--- src/rtl/cc_interrupt_controller_if.sv ---
// Processor-side I/O port bus and interrupt handshake of the KCPSM6.
// The master is the processor; the slave is the interrupt controller.
interface cc_interrupt_controller_if;
    logic [7:0] port_id;
    logic [7:0] port_out;
    logic       write_strobe;
    logic [7:0] port_in_data;
    logic       interrupt;
    logic       interrupt_ack;

    modport master (
        output port_id,
        output port_out,
        output write_strobe,
        output interrupt_ack,
        input  port_in_data,
        input  interrupt
    );

    modport slave (
        input  port_id,
        input  port_out,
        input  write_strobe,
        input  interrupt_ack,
        output port_in_data,
        output interrupt
    );
endinterface

--- src/rtl/cc_interrupt_controller.sv ---
// Round-robin interrupt controller for the command_control KCPSM6.
// Edge-detected requests become pending bits; one enabled pending source at a
// time is presented on interrupt, serviced, and released by an EOI port write.
//
//  state     | meaning
//  ----------+------------------------------------------------------------
//  S_IDLE    | nothing in service; grant the next eligible source if any
//  S_ASSERT  | interrupt driven high for grant_id, waiting for interrupt_ack
//  S_SERVICE | grant acknowledged, busy=1, waiting for an EOI write
module cc_interrupt_controller #(
    parameter int         NUM_SRC      = 4,
    parameter logic [7:0] PORT_PENDING = 8'h10,
    parameter logic [7:0] PORT_MASK    = 8'h11,
    parameter logic [7:0] PORT_STATUS  = 8'h12,
    parameter logic [7:0] PORT_EOI     = 8'h13
) (
    input  logic                      clk,
    input  logic                      reset,
    input  logic [NUM_SRC-1:0]        irq_req,
    cc_interrupt_controller_if.slave  bus,
    output logic [2:0]                active_id,
    output logic                      busy
);

    localparam logic [7:0] SRC_MASK = 8'((9'd1 << NUM_SRC) - 9'd1);

    typedef enum logic [1:0] {
        S_IDLE,
        S_ASSERT,
        S_SERVICE
    } state_t;

    state_t             state;
    logic [NUM_SRC-1:0] irq_q;
    logic               hist_valid;
    logic [7:0]         rise;
    logic [7:0]         pending;
    logic [7:0]         mask;
    logic [7:0]         eligible;
    logic [7:0]         pending_clr;
    logic [2:0]         ptr;
    logic [2:0]         grant_id;
    logic [2:0]         grant_next;
    logic               grant_found;
    logic [3:0]         idx_sum;
    logic               wr_pending;
    logic               wr_mask;
    logic               wr_eoi;
    logic               ack_take;

    assign wr_pending = bus.write_strobe && (bus.port_id == PORT_PENDING);
    assign wr_mask    = bus.write_strobe && (bus.port_id == PORT_MASK);
    assign wr_eoi     = bus.write_strobe && (bus.port_id == PORT_EOI);
    assign ack_take   = (state == S_ASSERT) && bus.interrupt_ack;

    // The first edge after reset only loads the history, so lines that were
    // already high while in reset are not mistaken for fresh requests.
    assign rise = hist_valid ? 8'(irq_req & ~irq_q) : 8'h00;

    assign eligible = pending & mask;

    // Clears from W1C writes and from the acknowledged grant; new rises are
    // OR-ed in afterwards so a simultaneous set wins.
    assign pending_clr = (wr_pending ? bus.port_out : 8'h00)
                       | (ack_take ? (8'h01 << grant_id) : 8'h00);

    // Round-robin search: first eligible index at or above ptr, wrapping.
    always_comb begin
        grant_next  = 3'd0;
        grant_found = 1'b0;
        idx_sum     = 4'd0;
        for (int i = 0; i < NUM_SRC; i++) begin
            idx_sum = {1'b0, ptr} + 4'(i);
            if (idx_sum >= 4'(NUM_SRC)) begin
                idx_sum = idx_sum - 4'(NUM_SRC);
            end
            if (!grant_found && eligible[idx_sum[2:0]]) begin
                grant_found = 1'b1;
                grant_next  = idx_sum[2:0];
            end
        end
    end

    // Request edge detection, pending and mask registers.
    always_ff @(posedge clk or posedge reset) begin
        if (reset) begin
            irq_q      <= '0;
            hist_valid <= 1'b0;
            pending    <= 8'h00;
            mask       <= 8'h00;
        end else begin
            irq_q      <= irq_req;
            hist_valid <= 1'b1;
            pending    <= (pending & ~pending_clr) | rise;
            if (wr_mask) begin
                mask <= bus.port_out & SRC_MASK;
            end
        end
    end

    // Service sequencing; grant_id is frozen from IDLE until the ack.
    always_ff @(posedge clk or posedge reset) begin
        if (reset) begin
            state         <= S_IDLE;
            bus.interrupt <= 1'b0;
            busy          <= 1'b0;
            active_id     <= 3'd0;
            grant_id      <= 3'd0;
            ptr           <= 3'd0;
        end else begin
            case (state)
                S_IDLE: begin
                    if (grant_found) begin
                        grant_id      <= grant_next;
                        bus.interrupt <= 1'b1;
                        state         <= S_ASSERT;
                    end
                end
                S_ASSERT: begin
                    if (bus.interrupt_ack) begin
                        bus.interrupt <= 1'b0;
                        active_id     <= grant_id;
                        busy          <= 1'b1;
                        ptr           <= (grant_id == 3'(NUM_SRC - 1)) ? 3'd0 : grant_id + 3'd1;
                        state         <= S_SERVICE;
                    end
                end
                S_SERVICE: begin
                    if (wr_eoi) begin
                        busy      <= 1'b0;
                        active_id <= 3'd0;
                        state     <= S_IDLE;
                    end
                end
                default: begin
                    bus.interrupt <= 1'b0;
                    busy          <= 1'b0;
                    state         <= S_IDLE;
                end
            endcase
        end
    end

    // Registered read mux; KCPSM6 holds port_id two cycles so one cycle of latency is hidden.
    always_ff @(posedge clk or posedge reset) begin
        if (reset) begin
            bus.port_in_data <= 8'h00;
        end else begin
            case (bus.port_id)
                PORT_PENDING: bus.port_in_data <= pending;
                PORT_MASK:    bus.port_in_data <= mask;
                PORT_STATUS:  bus.port_in_data <= {busy, 4'b0000, active_id};
                default:      bus.port_in_data <= 8'h00;
            endcase
        end
    end

endmodule
--- src/flat_wrapper.sv ---
// flat-port wrapper written by rule: the top's interface ports become plain ports
module cc_interrupt_controller_flat 
#(
    parameter int         NUM_SRC      = 4,
    parameter logic [7:0] PORT_PENDING = 8'h10,
    parameter logic [7:0] PORT_MASK    = 8'h11,
    parameter logic [7:0] PORT_STATUS  = 8'h12,
    parameter logic [7:0] PORT_EOI     = 8'h13
)
  (clk, reset, irq_req, active_id, busy, bus_port_id, bus_port_out, bus_write_strobe, bus_interrupt_ack, bus_port_in_data, bus_interrupt);
  cc_interrupt_controller_if bus_i ();
  input  logic clk;
  input  logic reset;
  input  logic [NUM_SRC-1:0] irq_req;
  output logic [2:0] active_id;
  output logic busy;
  input wire logic [$bits(bus_i.port_id)-1:0] bus_port_id;
  input wire logic [$bits(bus_i.port_out)-1:0] bus_port_out;
  input wire logic [$bits(bus_i.write_strobe)-1:0] bus_write_strobe;
  input wire logic [$bits(bus_i.interrupt_ack)-1:0] bus_interrupt_ack;
  output wire logic [$bits(bus_i.port_in_data)-1:0] bus_port_in_data;
  output wire logic [$bits(bus_i.interrupt)-1:0] bus_interrupt;
  assign bus_i.port_id = bus_port_id;
  assign bus_i.port_out = bus_port_out;
  assign bus_i.write_strobe = bus_write_strobe;
  assign bus_i.interrupt_ack = bus_interrupt_ack;
  assign bus_port_in_data = bus_i.port_in_data;
  assign bus_interrupt = bus_i.interrupt;
  cc_interrupt_controller #(.NUM_SRC(NUM_SRC), .PORT_PENDING(PORT_PENDING), .PORT_MASK(PORT_MASK), .PORT_STATUS(PORT_STATUS), .PORT_EOI(PORT_EOI)) u_core (.clk(clk), .reset(reset), .irq_req(irq_req), .bus(bus_i), .active_id(active_id), .busy(busy));
endmodule
--- config.mk ---
export PLATFORM = sky130hd
export DESIGN_NAME = cc_interrupt_controller_flat
export DESIGN_NICKNAME = d
export VERILOG_FILES = /design/src/rtl/cc_interrupt_controller_if.sv /design/src/rtl/cc_interrupt_controller.sv /design/src/flat_wrapper.sv
export SDC_FILE = /design/constraint.sdc
export NUM_CORES = 1
export LEC_CHECK = 0
export ABC_AREA = 1
export CORE_UTILIZATION = 35
export CTS_CLUSTER_SIZE = 28
export DETAILED_ROUTE_END_ITERATION = 16
export PLACE_DENSITY = 0.55
export SLEW_MARGIN = 20
export SYNTH_ARGS = -nofsm -noshare
export SYNTH_HDL_FRONTEND = slang
export SYNTH_SLANG_ARGS = --single-unit
export TNS_END_PERCENT = 100
--- constraint.sdc ---
create_clock -name clk -period 1.7 [get_ports clk]
set_input_delay 0.17 -clock clk [delete_from_list [all_inputs] [get_ports clk]]
set_output_delay 0.17 -clock clk [all_outputs]
set_load 0.1 [all_outputs]
==> results of run 1 <==
## placed cells by master, fill, tap and decap left out, types with 6 or more instances in the layout
cell | Yosys | final
nand2_1 | 57 | 57
inv_1 | 36 | 36
nor2_2 | 5 | 6
dfrtp_1 | 38 | 37
o21ai_0 | 14 | 14
buf_4 | 0 | 17
nor2_1 | 15 | 14
nand3_1 | 15 | 15
clkdlybuf4s50_1 | 0 | 23
nand3_2 | 11 | 11
## power groups by stage
stage	registers (W)	logic (W)	clock network [W]
floorplan	0.00152	0.00124	0
global placement	0.00130	0.00209	0
detailed placement	0.00130	0.00210	0
CTS	0.00128	0.00211	0.000801
global route	0.00131	0.00235	0.000837
finish	0.00128	0.00214	0.000779
## routing by layer
layer | GRT usage | vias up
met3 | 0.04235 | 7
met2 | 0.2814 | 28
li1 | - | 837
met1 | 0.2274 | 756
met4 | 0.05472 | 0
met5 | 0 | -
## sequential cells by signal, summed over array words and instances, names as in the netlist
| register | count |
|---|---|
| u_core.mask | 4 |
| u_core.grant_id | 3 |
| u_core.active_id | 3 |
| u_core.hist_valid | 1 |
| u_core.ptr | 3 |
| u_core.pending | 8 |
| u_core.state | 2 |
| u_core.bus.interrupt | 1 |
| u_core.bus.port_in_data | 8 |
| u_core.busy | 1 |
| u_core.irq_q | 4 |
## worst max path at each step
| stage | start | endpoint | slack, ns |
|---|---|---|---|
| after floorplan | u_core.ptr[0] | u_core.grant_id[1] | 0.09 |
| after global placement | bus_port_id[3] | u_core.active_id[2] | -0.05 |
| after detailed placement | bus_port_id[3] | u_core.active_id[2] | -0.05 |
| after CTS | u_core.ptr[0] | u_core.grant_id[1] | 0.03 |
| after global routing | u_core.ptr[0] | u_core.grant_id[1] | 0.01 |
| final | u_core.ptr[0] | u_core.grant_id[1] | 0.12 |
## final cells by class
type	count	share of cell area
Sequential cell	38	0.3586
Multi-Input combinational cell	155	0.3341
Timing Repair Buffer	45	0.1725
Inverter	39	0.05796
Tap cell	72	0.03393
Clock buffer	5	0.02592
Clock inverter	3	0.01697
## worst max-delay path, cell delays in order (launching register included)
cell and delay [ns]:
dfrtp_2 0.42, inv_8 0.04, ha_4 0.27, inv_1 0.08, nand3_1 0.12, nand2_1 0.07
nor2_2 0.09, nand3_2 0.11, nor2_2 0.10, nor2_1 0.05, nand2_1 0.06, nand2_1 0.05
## stage by stage
stage	setup TNS [ns]	instances
after floorplan	0	233
after global placement	-0.09228	349
after detailed placement	-0.1253	349
after CTS	0	357
after global routing	0	357
final	0	357
## cells by family after synthesis
| logic type | Yosys count | share of synthesized area |
|---|---|---|
| adders and majority gates | 6 | 0.03776 |
| AOI/OAI and AO/OA | 27 | 0.07552 |
| other | 1 | 0.001886 |
| DFF | 38 | 0.4783 |
| and+or+nand+nor | 121 | 0.3235 |
| buffers and inverters | 40 | 0.08307 |
## repair_timing
item	CTS	global route
gates resized for setup	1	2
buffers inserted	0	0
setup endpoints to repair	1	2
==> flow_summary.yaml, run 1 <==
final_layout:
  layout.nets: 314
  antenna_cells: 0
  fin_util: 0.4822
  multi_input_area_sq_um: 887.1
  fillers: 541
  register_area_sq_um: 952.2
  fin_area_sq_mm: 0.002655
  synthToLayoutAreaGrowth_pct: 33.54
  drive_gt1_frac: 0.2281
timing:
  final.min_clock_period_ns: 1.575
  setup_slack_ns: 0.1250
  period_share: 0.9265
  hold_viol: 0
  finalSetupViolCount: 0
  clock_skew_ns: 0.01058
  rsz0062_at_grt: "no"
  whs_ns: 0.2750
  slew_violations: 0
  clock.fmax_ghz: 0.6349
synth:
  synth_edf_count: 0
  syn_nets: 263
  yosysSeqAreaShare: 0.4783
  ys_seq_elements: 38
  synth_area_per_cell_sq_um: 8.533
  synth.area.top_cells: "dfrtp_1, nand2_1, inv_1"
  ys_types: 26
  synthArstFlopShare: 1.000
  synth_warnings: 0
  synth_common_cells: "nand2_1, dfrtp_1, inv_1"
  syn-instance-count: 233
  synth_most_common_cell: "nand2_1"
  synth_top_cell_by_area: "dfrtp_1"
  syn_area_sq_mm: 0.001988
  yosys.area.top_type_share: 0.4783
  ys.flop_type: "dfrtp_1"
flow_run:
  maxCapViolCount: 0
power:
  pwr-share-clk: 0.185
  peakVddDrop_mv: 0.8067
  power.density_mw_per_mm2: 1583
  total_power_w: 0.004203
  power.internal_w: 0.002310
  combPwrFrac: 0.509
  cellLeakagePower_nw: 1.341
  swShare: 0.4503
  power_switching_w: 0.001892
  pwr-share-seq: 0.306
clock_network:
  cts_buffers: 5
  clock_latency_ns: 0.29
  ctsLongestPathBuffers: 2
  cts-root-buf: "clkbuf_8"
  clkSinkCount: 38
  cts_hold_buf: 0
  cts_tree: "done"
  path_clk_slew_ns: 0.08
  cts_max_level: 2
global_routing:
  grt_max_degree: 39
  track_usage: 0.1737
  grt_pass1_vias: 1689
  grt_pass1_wl_mm: 7.990
  antenna_found_initial: 0
  grt_overflow: 0
routing:
  drt_first_iter_violations: 127
  routed_wirelength_mm: 4.621
  met2_length_mm: 2.177
  wl_met3_microns: 166
  first_pass_iters: 4
  viasPerCell: 4.560
  drc: 0
  drt-met1-wl_mm: 2.215
  highest_layer: "met4"
  wl_per_cell_microns: 12.94
  ant_nets: 0
  num_vias: 1628
setup_path:
  cp.arrival_ns: 1.75
  ff2ff_path_depth: 11
  r2r_end: "u_core.grant_id[1]"
  path_max_fanout: 4
  cp-start-kind: "flop"
  cp-end-kind: "flop"
  crit_type: "flop to flop"
  cp_data_required_time_ns: 1.88
  reg2reg_from: "u_core.ptr[0]"
  reg2reg_setup_slack_ns: 0.12
min_path:
  hp-class: "input port to asynchronous set/reset pin"
floorplanning:
  dieArea_sq_mm: 0.005986
  initial_core_util: 0.3611
  die_w_microns: 77.37
  core_sq_mm: 0.005507
  io_pins: 37
  rows: 27
  die_h_microns: 77.37
placement:
  dp_slack_ns: -0.04839
  place_area_sq_mm: 0.002525
  place_hpwl_mm: 3.776
  port_buffers: 36
  place_congestion: 0.8376
run_status:
  outcome: "complete, no violations"
Power figures use the tool's default switching activity.
==> inputs of run 2 (changes only) <==
--- a/config.mk
+++ b/config.mk
@@ -7,6 +7,7 @@
 export LEC_CHECK = 0
 export ABC_AREA = 1
 export CORE_UTILIZATION = 35
+export CTS_BUF_LIST = sky130_fd_sc_hd__clkbuf_16
 export CTS_CLUSTER_SIZE = 28
 export DETAILED_ROUTE_END_ITERATION = 16
 export PLACE_DENSITY = 0.55
==> run 2 against run 1 <==
  * Via count increased by 0.61%
  * Global-route usage rose by 0.24 points
  * Critical endpoint unchanged
  * Combinational power hardly changed
  * Die area stayed put
  * Clock-buffer cell count is the same
  * Sequential cell count did not move
  * Total power rose by 7.0%
  * Clock power rose by 36%
  * Sequential share of layout area is 0.74 points lower
  * Critical path type unchanged
  * First-iteration DRC count decreased by 11%
  * Core utilization grew 1.0 points
  * Clock skew decreased by 0.0032 ns
==> flow_summary.yaml, run 2 (synthesis results as in run 1) <==
run_status:
  outcome: "complete, no violations"
final_layout:
  layout_commonest_cell: "nand2_1"
  fin_util: 0.4924
  multi_input_area_sq_um: 887.1
  drive_gt1_frac: 0.2281
  layout_common_cells: "nand2_1, dfrtp_1, inv_1"
  register_area_sq_um: 952.2
  antenna_cells: 0
  fin_area_sq_mm: 0.002711
  reg_top3: "u_core.bus.port_in_data (8), u_core.pending (8)"
  synthToLayoutAreaGrowth_pct: 36.38
  layout.nets: 314
  fillers: 535
floorplanning:
  io_pins: 37
  dieArea_sq_mm: 0.005986
  die_h_microns: 77.37
  core_sq_mm: 0.005507
  die_w_microns: 77.37
  initial_core_util: 0.3611
  rows: 27
global_routing:
  grt_pass1_vias: 1676
  grt_pass1_wl_mm: 8.010
  grt_overflow: 0
  antenna_found_initial: 0
  track_usage: 0.1761
  grt_max_degree: 39
power:
  cellLeakagePower_nw: 1.366
  peakVddDrop_mv: 0.7696
  pwr-share-clk: 0.237
  total_power_w: 0.004497
  power.internal_w: 0.002568
  combPwrFrac: 0.477
  swShare: 0.4291
  pwr-share-seq: 0.287
  power.density_mw_per_mm2: 1659
  power_switching_w: 0.001930
clock_network:
  ctsLongestPathBuffers: 2
  cts_buffers: 5
  clock_latency_ns: 0.28
  cts_tree: "done"
  cts-root-buf: "clkbuf_16"
  cts_max_level: 2
  clkSinkCount: 38
  path_clk_slew_ns: 0.06
setup_path:
  critPathBufInv: 2
  cp_data_required_time_ns: 1.87
  cp-start-kind: "flop"
  crit_family: "simple AND/OR/NAND/NOR gates"
  crit_type: "flop to flop"
  cp.depth: 11
  slowest_stage: "dfrtp_2"
  cp_common_cell: "nand2_1"
  crit_chain: "inv_8 -> ha_4 -> inv_1 -> nand3_1 -> nand2_1 -> nor2_2 -> nand3_2 -> nor2_2 -> nor2_1 -> nand2_1 -> nand2_1"
  cp.arrival_ns: 1.74
  path_max_fanout: 4
  cp-end-kind: "flop"
  ff2ff_path_depth: 11
  slowest_delay_ns: 0.42
timing:
  slew_violations: 0
  finalSetupViolCount: 0
  clock.fmax_ghz: 0.6359
  final.min_clock_period_ns: 1.573
  rsz0062_at_grt: "no"
  clock_skew_ns: 0.007351
  setup_slack_ns: 0.1274
  period_share: 0.9250
  hold_viol: 0
placement:
  place_congestion: 0.8376
  dp_slack_ns: -0.04839
  place_area_sq_mm: 0.002525
  place_hpwl_mm: 3.776
  port_buffers: 36
routing:
  drc: 0
  wl_per_cell_microns: 13.18
  ant_nets: 0
  drt_first_iter_violations: 113
  routed_wirelength_mm: 4.706
  viasPerCell: 4.588
  num_vias: 1638
  first_pass_iters: 4
min_path:
  hp-class: "input port to asynchronous set/reset pin"
flow_run:
  maxCapViolCount: 0
[run 2: cell counts in the layout (fill, tap and decap cells not counted)]
Identical to the previous run, type by type.
[run 2: layout make-up]
type / count / share of cell area
inverters: 39 / 0.05676
repair buffers: 45 / 0.1689
clock buffers: 5 / 0.04615
well taps: 72 / 0.03323
flip-flops and latches: 38 / 0.3512
multi-input cells: 155 / 0.3272
clock inverters: 3 / 0.01661
[run 2: layer usage]
layer  track usage  vias up  wire, microns
li1              -      838              -
met3       0.03882        7            194
met4       0.06604        0             79
met2        0.2850       36           2227
met1        0.2293      757           2204
met5             0        -              0
[run 2: worst register-to-register path: stages, from the launching register on]
cell     delay [ns]
dfrtp_2        0.42
inv_8          0.04
ha_4           0.27
inv_1          0.08
nand3_1        0.12
nand2_1        0.07
nor2_2         0.09
nand3_2        0.11
nor2_2         0.10
nor2_1         0.05
nand2_1        0.06
nand2_1        0.05
[run 2: final timing paths]
path | startpoint | to | slack (ns)
worst min register to register | u_core.irq_q[1] | u_core.pending[1] | 0.43
max in group asynchronous | reset | u_core.ptr[0] | 1.06
worst max register to register | u_core.ptr[0] | u_core.grant_id[1] | 0.13
min in group clk | irq_req[1] | u_core.irq_q[1] | 0.35
worst max-delay path | u_core.ptr[0] | u_core.grant_id[1] | 0.13
worst min-delay path | reset | u_core.bus.port_in_data[2] | 0.30
[run 2: stage by stage]
step	std cells	hold slack, ns	TNS (ns)
3_5_place_dp	349	0.4181	-0.1253
6_report	357	0.2978	0
4_1_cts	357	0.3338	0
3_3_place_gp	349	0.4126	-0.09228
2_1_floorplan	233	0.2014	0
5_1_grt	357	0.3568	0
[run 2: power by group through the flow]
stage / registers [W] / logic [W] / clock network (W)
floorplan: 0.00152 / 0.00124 / 0
detailed placement: 0.00130 / 0.00210 / 0
global route: 0.00131 / 0.00235 / 0.00112
global placement: 0.00130 / 0.00209 / 0
finish: 0.00129 / 0.00214 / 0.00106
CTS: 0.00129 / 0.00211 / 0.00109
[run 2: what timing repair did]
item	CTS	global route
setup endpoints to repair	0	3
buffers inserted	0	0
hold buffers	0	0
resized for setup	0	3
